===== config.mk =====
export PLATFORM = sky130hd
export DESIGN_NAME = scan_chain_seq
export DESIGN_NICKNAME = d
export VERILOG_FILES = /design/src/rtl/scan_chain_seq.sv
export SDC_FILE = /design/constraint.sdc
export NUM_CORES = 1
export LEC_CHECK = 0
export CAP_MARGIN = 20
export CORE_MARGIN = 2
export CORE_UTILIZATION = 30
export CTS_CLUSTER_DIAMETER = 120
export CTS_CLUSTER_SIZE = 10
export DETAILED_ROUTE_END_ITERATION = 10
export GPL_ROUTABILITY_DRIVEN = 0
export PLACE_DENSITY_LB_ADDON = 0.2
export SYNTH_ARGS = -nofsm -noshare
export SYNTH_HDL_FRONTEND = slang
export SYNTH_SLANG_ARGS = --single-unit

===== constraint.sdc =====
create_clock -name CLK -period 3.45 [get_ports CLK]
set_clock_uncertainty 0.1 [all_clocks]
set_input_delay 0.345 -clock CLK [delete_from_list [all_inputs] [get_ports CLK]]
set_output_delay 0.345 -clock CLK [all_outputs]
set_load 0.02 [all_outputs]

===== src/rtl/scan_chain_seq.sv =====
// scan_chain_seq: load/capture/unload sequencer for a single scan-flop chain.
// Parallel patterns are shifted in MSB first. A functional capture of CAP_CYCLES
// cycles follows. The captured response is shifted out into RSP_DATA, either
// while the next pattern loads or by a zero-fill unload when FLUSH is set.
// Optional build macro SCAN_CHAIN_SEQ_PARITY_EN adds the RSP_PAR output, which
// is the XOR of the response bits.
module scan_chain_seq #(
  parameter int CHAIN_LEN  = 16,
  parameter int CAP_CYCLES = 1
) (
  input  logic                 CLK,
  input  logic                 RST,
  input  logic                 PAT_VALID,
  output logic                 PAT_READY,
  input  logic [CHAIN_LEN-1:0] PAT_DATA,
  input  logic                 FLUSH,
  output logic                 RSP_VALID,
  input  logic                 RSP_READY,
  output logic [CHAIN_LEN-1:0] RSP_DATA,
`ifdef SCAN_CHAIN_SEQ_PARITY_EN
  output logic                 RSP_PAR,
`endif
  output logic                 SE,
  output logic                 SI,
  input  logic                 SO,
  output logic                 BUSY
);

  localparam int CNT_W = $clog2(CHAIN_LEN);
  localparam int CAP_W = (CAP_CYCLES > 1) ? $clog2(CAP_CYCLES) : 1;
  localparam logic [CNT_W-1:0] LAST_BIT = CNT_W'(CHAIN_LEN - 1);
  localparam logic [CAP_W-1:0] LAST_CAP = CAP_W'(CAP_CYCLES - 1);

  typedef enum logic [2:0] {
    S_IDLE    = 3'd0,
    S_LOAD    = 3'd1,
    S_CAPTURE = 3'd2,
    S_PARK    = 3'd3,
    S_UNLOAD  = 3'd4
  } state_t;

  state_t                 state_q, state_d;
  logic [CNT_W-1:0]       cnt_q, cnt_d;       // shift position in LOAD/UNLOAD
  logic [CAP_W-1:0]       cap_q, cap_d;       // capture cycle index
  logic [CNT_W-1:0]       rot_q, rot_d;       // chain rotation while parked
  logic                   unload_q, unload_d; // LOAD also shifts a response out
  logic [CHAIN_LEN-1:0]   pat_q, pat_d;       // pattern copy, MSB is next SI bit
  logic [CHAIN_LEN-2:0]   sh_q, sh_d;         // response bits collected so far
  logic [CHAIN_LEN-1:0]   rsp_data_q, rsp_data_d;
  logic                   rsp_valid_q, rsp_valid_d;

  logic                   shift_last;
  logic                   cap_last;
  logic                   rot_last;
  logic                   eligible;
  logic                   decide;
  logic                   accept;
  logic                   sample;
  logic                   rsp_load;
  logic [CHAIN_LEN-1:0]   sh_full;

  assign shift_last = (cnt_q == LAST_BIT);
  assign cap_last   = (cap_q == LAST_CAP);
  assign rot_last   = (rot_q == LAST_BIT);
  // A new response may be started only if the held one is gone or leaving now.
  assign eligible   = !rsp_valid_q || RSP_READY;
  // Exit point of CAPTURE/PARK; PARK leaves only with the chain realigned.
  assign decide     = eligible &&
                      (((state_q == S_CAPTURE) && cap_last) ||
                       ((state_q == S_PARK) && rot_last));
  assign accept     = PAT_VALID && PAT_READY;
  assign sample     = ((state_q == S_LOAD) && unload_q) || (state_q == S_UNLOAD);
  assign sh_full    = {sh_q, SO};
  assign rsp_load   = sample && shift_last;

  assign BUSY       = (state_q != S_IDLE);
  assign RSP_VALID  = rsp_valid_q;
  assign RSP_DATA   = rsp_data_q;

  // State register
  always_ff @(posedge CLK) begin
    if (RST) begin
      state_q <= S_IDLE;
    end else begin
      state_q <= state_d;
    end
  end

  // Next-state logic; a pattern wins over FLUSH at every exit point
  always_comb begin
    state_d = state_q;
    case (state_q)
      S_IDLE: begin
        if (accept) state_d = S_LOAD;
      end
      S_LOAD: begin
        if (shift_last) state_d = S_CAPTURE;
      end
      S_CAPTURE: begin
        if (cap_last) begin
          if (accept)               state_d = S_LOAD;
          else if (decide && FLUSH) state_d = S_UNLOAD;
          else                      state_d = S_PARK;
        end
      end
      S_PARK: begin
        if (accept)               state_d = S_LOAD;
        else if (decide && FLUSH) state_d = S_UNLOAD;
      end
      S_UNLOAD: begin
        if (shift_last) state_d = S_IDLE;
      end
      default: state_d = S_IDLE;
    endcase
  end

  // Chain drive and pattern handshake; reset forces everything quiet
  always_comb begin
    SE        = 1'b0;
    SI        = 1'b0;
    PAT_READY = 1'b0;
    case (state_q)
      S_IDLE:    PAT_READY = 1'b1;
      S_LOAD: begin
        SE = 1'b1;
        SI = pat_q[CHAIN_LEN-1];
      end
      S_CAPTURE: PAT_READY = decide;
      S_PARK: begin
        SE        = 1'b1;
        SI        = SO;       // recirculate so the capture survives
        PAT_READY = decide;
      end
      S_UNLOAD:  SE = 1'b1;   // zero fill behind the outgoing response
      default: ;
    endcase
    if (RST) begin
      SE        = 1'b0;
      SI        = 1'b0;
      PAT_READY = 1'b0;
    end
  end

  // Counters, pattern shifter and response collection
  always_comb begin
    cnt_d       = '0;
    cap_d       = '0;
    rot_d       = '0;
    pat_d       = pat_q;
    unload_d    = unload_q;
    sh_d        = sh_q;
    rsp_data_d  = rsp_data_q;
    rsp_valid_d = rsp_valid_q;

    if (((state_q == S_LOAD) || (state_q == S_UNLOAD)) && !shift_last) begin
      cnt_d = cnt_q + CNT_W'(1);
    end
    if ((state_q == S_CAPTURE) && !cap_last) begin
      cap_d = cap_q + CAP_W'(1);
    end
    if ((state_q == S_PARK) && !rot_last) begin
      rot_d = rot_q + CNT_W'(1);
    end

    if (accept) begin
      pat_d    = PAT_DATA;
      unload_d = (state_q != S_IDLE);
    end else if (state_q == S_LOAD) begin
      pat_d = {pat_q[CHAIN_LEN-2:0], 1'b0};
    end

    if (sample) begin
      sh_d = sh_full[CHAIN_LEN-2:0];
    end

    if (RSP_READY) begin
      rsp_valid_d = 1'b0;
    end
    if (rsp_load) begin
      rsp_data_d  = sh_full;
      rsp_valid_d = 1'b1;
    end
  end

  // Datapath registers
  always_ff @(posedge CLK) begin
    if (RST) begin
      cnt_q       <= '0;
      cap_q       <= '0;
      rot_q       <= '0;
      unload_q    <= 1'b0;
      pat_q       <= '0;
      sh_q        <= '0;
      rsp_data_q  <= '0;
      rsp_valid_q <= 1'b0;
    end else begin
      cnt_q       <= cnt_d;
      cap_q       <= cap_d;
      rot_q       <= rot_d;
      unload_q    <= unload_d;
      pat_q       <= pat_d;
      sh_q        <= sh_d;
      rsp_data_q  <= rsp_data_d;
      rsp_valid_q <= rsp_valid_d;
    end
  end

`ifdef SCAN_CHAIN_SEQ_PARITY_EN
  logic par_q, par_d;
  logic rsp_par_q, rsp_par_d;

  assign RSP_PAR = rsp_par_q;

  // Serial parity of the outgoing bits, published alongside RSP_DATA
  always_comb begin
    par_d     = par_q;
    rsp_par_d = rsp_par_q;
    if (sample) begin
      par_d = par_q ^ SO;
    end
    if (rsp_load) begin
      rsp_par_d = par_q ^ SO;
      par_d     = 1'b0;
    end
  end

  // Parity registers
  always_ff @(posedge CLK) begin
    if (RST) begin
      par_q     <= 1'b0;
      rsp_par_q <= 1'b0;
    end else begin
      par_q     <= par_d;
      rsp_par_q <= rsp_par_d;
    end
  end
`endif

endmodule


# Word level (Yosys, flattened, before mapping)

Cells that the tools add are included.
W data, S select, Z words.

Bitwise gates (word level): 4
Reductions and logical operators: 27
Order comparisons: 0
$add $sub $neg: 3
Shift operators: 0
Equality and inequality tests: 11
Divide/modulo/power cells: 0
Muxes and demuxes: 19
$mul: 0

Operator list:

| cell                  | count |
|---|---|
| $mux W16              | 2 |
| $mux W3               | 8 |
| $pmux W3 S5           | 1 |
| $logic_and A1 B1 Y1   | 10 |
| $add A4 B1 Y4 const B | 2 |
| $eq A4 B4 Y1 const B  | 2 |
| $ne A2 B2 Y1 const B  | 4 |
| $reduce_or A2 Y1      | 4 |
| $eq A3 B2 Y1 const B  | 2 |
| $mux W1               | 6 |
| $reduce_and A5 Y1     | 1 |
| $logic_or A1 B1 Y1    | 4 |
| $not A1 Y1            | 4 |
| $pmux W1 S2           | 2 |
| $reduce_bool A2 Y1    | 2 |
| $eq A3 B1 Y1 const B  | 1 |
| $eq A3 B3 Y1 const B  | 1 |
| $logic_not A1 Y1      | 3 |
| $logic_not A3 Y1      | 1 |
| $ne A3 B3 Y1 const B  | 1 |
| $reduce_bool A3 Y1    | 1 |
| $reduce_or A3 Y1      | 1 |
| $add A1 B1 Y1 const B | 1 |

Bits in read-only memories: 0
Input bits: 22
Memories: 0
Output and inout port bits: 21
Logic and storage cells: 73
Register bits after elaboration: 61
RAM bits: 0
Bits in latches: 0

# Longest topological paths before layout

Depth after elaboration: 10
Mapped depth: 7

# Least setup slack after synthesis

Ideal clock, no wire load.

Kind: register -> output
Start point: register state_q[0]
End point: output SI
Data required time: 3.005 ns
Data arrival time: 1.400 ns
Setup slack: 1.605 ns
Stages on the path, launching flop included: 6
Cells stage by stage: dfxtp_1 > buf_2 > nand2b_1 > buf_2 > clkbuf_1 > nor3_1

Longest elaborated chain between the ends: 3

RTL lines:

| what                                         | RTL line | source |
|---|---|---|
| start, declared                              | 42       | `state_t state_q, state_d;` |
| start signal, assigned                       | 85       | `state_q <= state_d;` |
| $eq A3 B2 Y1 or $eq A3 B1 Y1 (tied branches) | 122      | `case (state_q)` |
| $pmux W1 S2 *                                | 122      |  |
| $mux W1 *                                    | 137      | `if (RST) begin` |
| end, declared                                | 24       | `output logic SI,` |

Mark *: on every way between the ends. The rest lies on a longest branch, timed or not.

# Worst setup path in the final report

Start point: register state_q[0]
End point: output PAT_READY

Longest elaborated chain between the ends: 6

RTL lines:

| what                                          | RTL line    | source |
|---|---|---|
| $eq A3 B2 Y1, on equally long branches        | 69, 122, 70 |  |
| $logic_and A1 B1 Y1, on equally long branches | 69, 70      |  |
| $logic_or A1 B1 Y1                            | 69          | `(((state_q == S_CAPTURE) && cap_last) \|\|` |
| $logic_and A1 B1 Y1                           | 68          | `assign decide = eligible &&` |
| $pmux W1 S2 *                                 | 122         |  |
| $mux W1 *                                     | 137         |  |
| end, declared                                 | 14          | `output logic PAT_READY,` |

Marked as above.

==> flow_summary.json <==
{
  "layout-drive-gt1-share_pct": 8.100,
  "insertedDiodeCount": 0,
  "power_density_nw_per_um2": 478.9,
  "layout.nets": 341,
  "synth-seq-area-share_pct": 47.80,
  "min_path_cells": 2,
  "num_vias": 2046,
  "rsz0062_at_grt": "no",
  "async_flop_share_pct": 0,
  "status": "finished clean",
  "critPathTopFamily": "buffers and inverters",
  "max_freq_mhz": 370.3,
  "slew_headroom_pct": 56.73,
  "cts_buffers": 9,
  "r2r_cells": 7,
  "netlist-cell-type-count": 38,
  "grt_remaining_overflow": 0,
  "final_cell_mix": "dfxtp_1, nor2_1, clkdlybuf4s50_1",
  "ant_nets": 0,
  "synth_top_family_by_area": "simple AND/OR/NAND/NOR gates",
  "min_path_type": "in2reg",
  "grt_pass1_wl_um": 9128,
  "stdcell_count": 426,
  "avgSynthCellArea_sq_um": 9.190,
  "fillers": 833,
  "grt_busiest_layer": "met2",
  "wl_per_cell_um": 13.11,
  "min_period_over_period_pct": 78.27,
  "hold_start": "RST",
  "synth_top_flop_cell": "dfxtp_1",
  "synth-xor-area-share_pct": 1.371,
  "grt_pass1_vias": 1902,
  "cp_data_arrival_time_ps": 2260,
  "dp_hpwl_um": 3576,
  "vias_per_cell": 4.803,
  "crit_buf_inv": 2,
  "clock_sinks": 61,
  "synthMuxAreaShare_pct": 13.32,
  "multi_input_area_sq_um": 1226,
  "clock_latency_ps": 330,
  "synth-compound-area-share_pct": 13.71,
  "clockBufferDepth": 2,
  "grt_max_degree": 42,
  "slew_violations": 0,
  "finalHoldViolations": 0,
  "drc": 0,
  "gr-usage-met2_pct": 19.85,
  "slowest_delay_ps": 620,
  "syn_nets": 302,
  "tritoncts": "done",
  "num_rows": 33,
  "critPathKind": "reg2out",
  "final_common_cell": "dfxtp_1",
  "syn-instance-count": 278,
  "seq_area_sq_um": 1221,
  "p_leak_nw": 1.093,
  "cts_setup_buffers": 0,
  "r2r_end": "state_q[0]",
  "initial_utilization_pct": 31.09,
  "timing.hold.ws_ps": 313.6,
  "globalRouteTotalUtil_pct": 12.88,
  "ys_ff_latch": 61,
  "finalWorstSetupSlack_ps": 749.5,
  "cts_root_buffer": "clkbuf_8",
  "io_pins": 43,
  "holdBufCountCts": 0,
  "tightestPinTransition_ps": 647.6,
  "use_met1_pct": 16.19,
  "grt.met3_usage_pct": 5.168,
  "holdPathEnd": "pat_q[0]",
  "period_needed_ps": 2700,
  "yosys_warnings": 0,
  "h-tree-depth": 3,
  "synth_fa_ha_area_share_pct": 0.9794,
  "clk_pin_slew_worst_paths_ps": 60,
  "dieWidth_um": 96.29,
  "critPathMaxFanout": 21,
  "worstPathRequired_ps": 3000,
  "synthSimpleGateAreaFrac_pct": 18.17,
  "core-area_sq_um": 8217,
  "cp-start-kind": "flip-flop",
  "first_iter_violations": 36,
  "synth_enable_flop_cells": 0,
  "drv_cap": 0,
  "fin_setup_tns_ps": 0,
  "die_h_um": 96.29,
  "rr_startpoint": "state_q[2]",
  "max-vdd-ir-drop_v": 0.0002158,
  "ff2ff_setup_slack_ps": 1340,
  "antenna_found_initial": 0,
  "syn_area_sq_um": 2555,
  "cts.repair.resized": 0,
  "path_cells": "nand2b_1 > buf_4 > nor3_2 > a32oi_1 > nor2_1 > clkdlybuf4s50_1",
  "wl_um": 5586,
  "post-place-ws_ps": 873.7,
  "syn_to_final_growth_pct": 28.16,
  "critPathCaptureType": "output pin",
  "dp.cells": 411,
  "first_pass_iters": 5,
  "setup_viol": 0,
  "port_buffers": 42,
  "dieArea_sq_um": 9271,
  "crit_path_top_delay_cell": "clkdlybuf4s50_1"
}
-- layout make-up --
cell class	instances	area share, %
multi-input cells	193	37.45
clock buffers	12	4.738
flip-flops and latches	61	37.29
repair buffers	47	13.83
inverters	5	0.5732
well taps	105	4.012
clock inverters	3	2.102
-- worst max path at each step --
stage / start / end / slack [ps] / cells past startpoint
after detailed placement: RSP_READY / PAT_READY / 870 / 6
after CTS: state_q[0] / PAT_READY / 720 / 6
after floorplan: state_q[0] / SI / 1600 / 5
after global placement: RSP_READY / PAT_READY / 910 / 6
after global routing: state_q[0] / PAT_READY / 590 / 6
final: state_q[0] / PAT_READY / 750 / 6
-- worst reg2reg max path, stage by stage, from the launching register on --
cell and delay, ps:
dfxtp_1 460, nand2b_1 140, buf_4 250, nor3_2 110, a22oi_4 220, buf_4 350, a21oi_1 120, o221a_2 240
-- metal layers --
metal	part of all wire, %	wire length [um]	vias up
li1	-	-	1033
met1	47	2639	960
met2	45	2510	44
met3	6.4	359	9
met4	1.4	77	0
met5	0	0	-
-- through the flow --
stage	total power (W)	area, sq um	util [%]
after global placement	0.0008721	3050	37.13
final	0.001568	3274	39.85
after floorplan	0.0008234	2555	-
after global routing	0.001633	3274	39.85
after detailed placement	0.0008727	3050	37.13
after CTS	0.001597	3274	39.85
-- cells in the mapped netlist, types with 5 or more instances --
library cell	instances	share of area [%]
nand3_1	7	1.4
o21ai_0	15	2.9
inv_1	5	0.73
nand2_1	19	2.8
nor2_1	59	8.7
a311oi_1	15	5.1
a21oi_1	7	1.4
dfxtp_1	61	48
nand2b_1	5	1.2
nor2b_1	5	1.2
clkbuf_1	8	1.2
mux2i_1	34	13
buf_2	5	0.98
-- flip-flops by register name, indices dropped and copies added (netlist names) --
name,flops
cap_q,1
RSP_DATA,16
state_q,3
cnt_q,4
RSP_VALID,1
sh_q,15
rot_q,4
pat_q,16
unload_q,1
-- where the power goes --
group          internal, W  total, W  leakage, nW  switching, W
clock             0.000444  0.000712        0.113      0.000268
combinational    0.0000559  0.000121        0.486     0.0000653
sequential        0.000724  0.000735        0.495     0.0000107
total              0.00122   0.00157         1.09      0.000344
-- cells by family (layout without fill, tap and decap cells) --
kind of cell,Yosys count,in the layout
DFF,61,61
xor gates and xnor gates,4,4
adders and majority gates,2,2
muxes,34,34
and+or+nand+nor,105,105
buffers and inverters,24,67
AOI/OAI and AO/OA,47,47
other,1,1
Power figures use the tool's default switching activity.
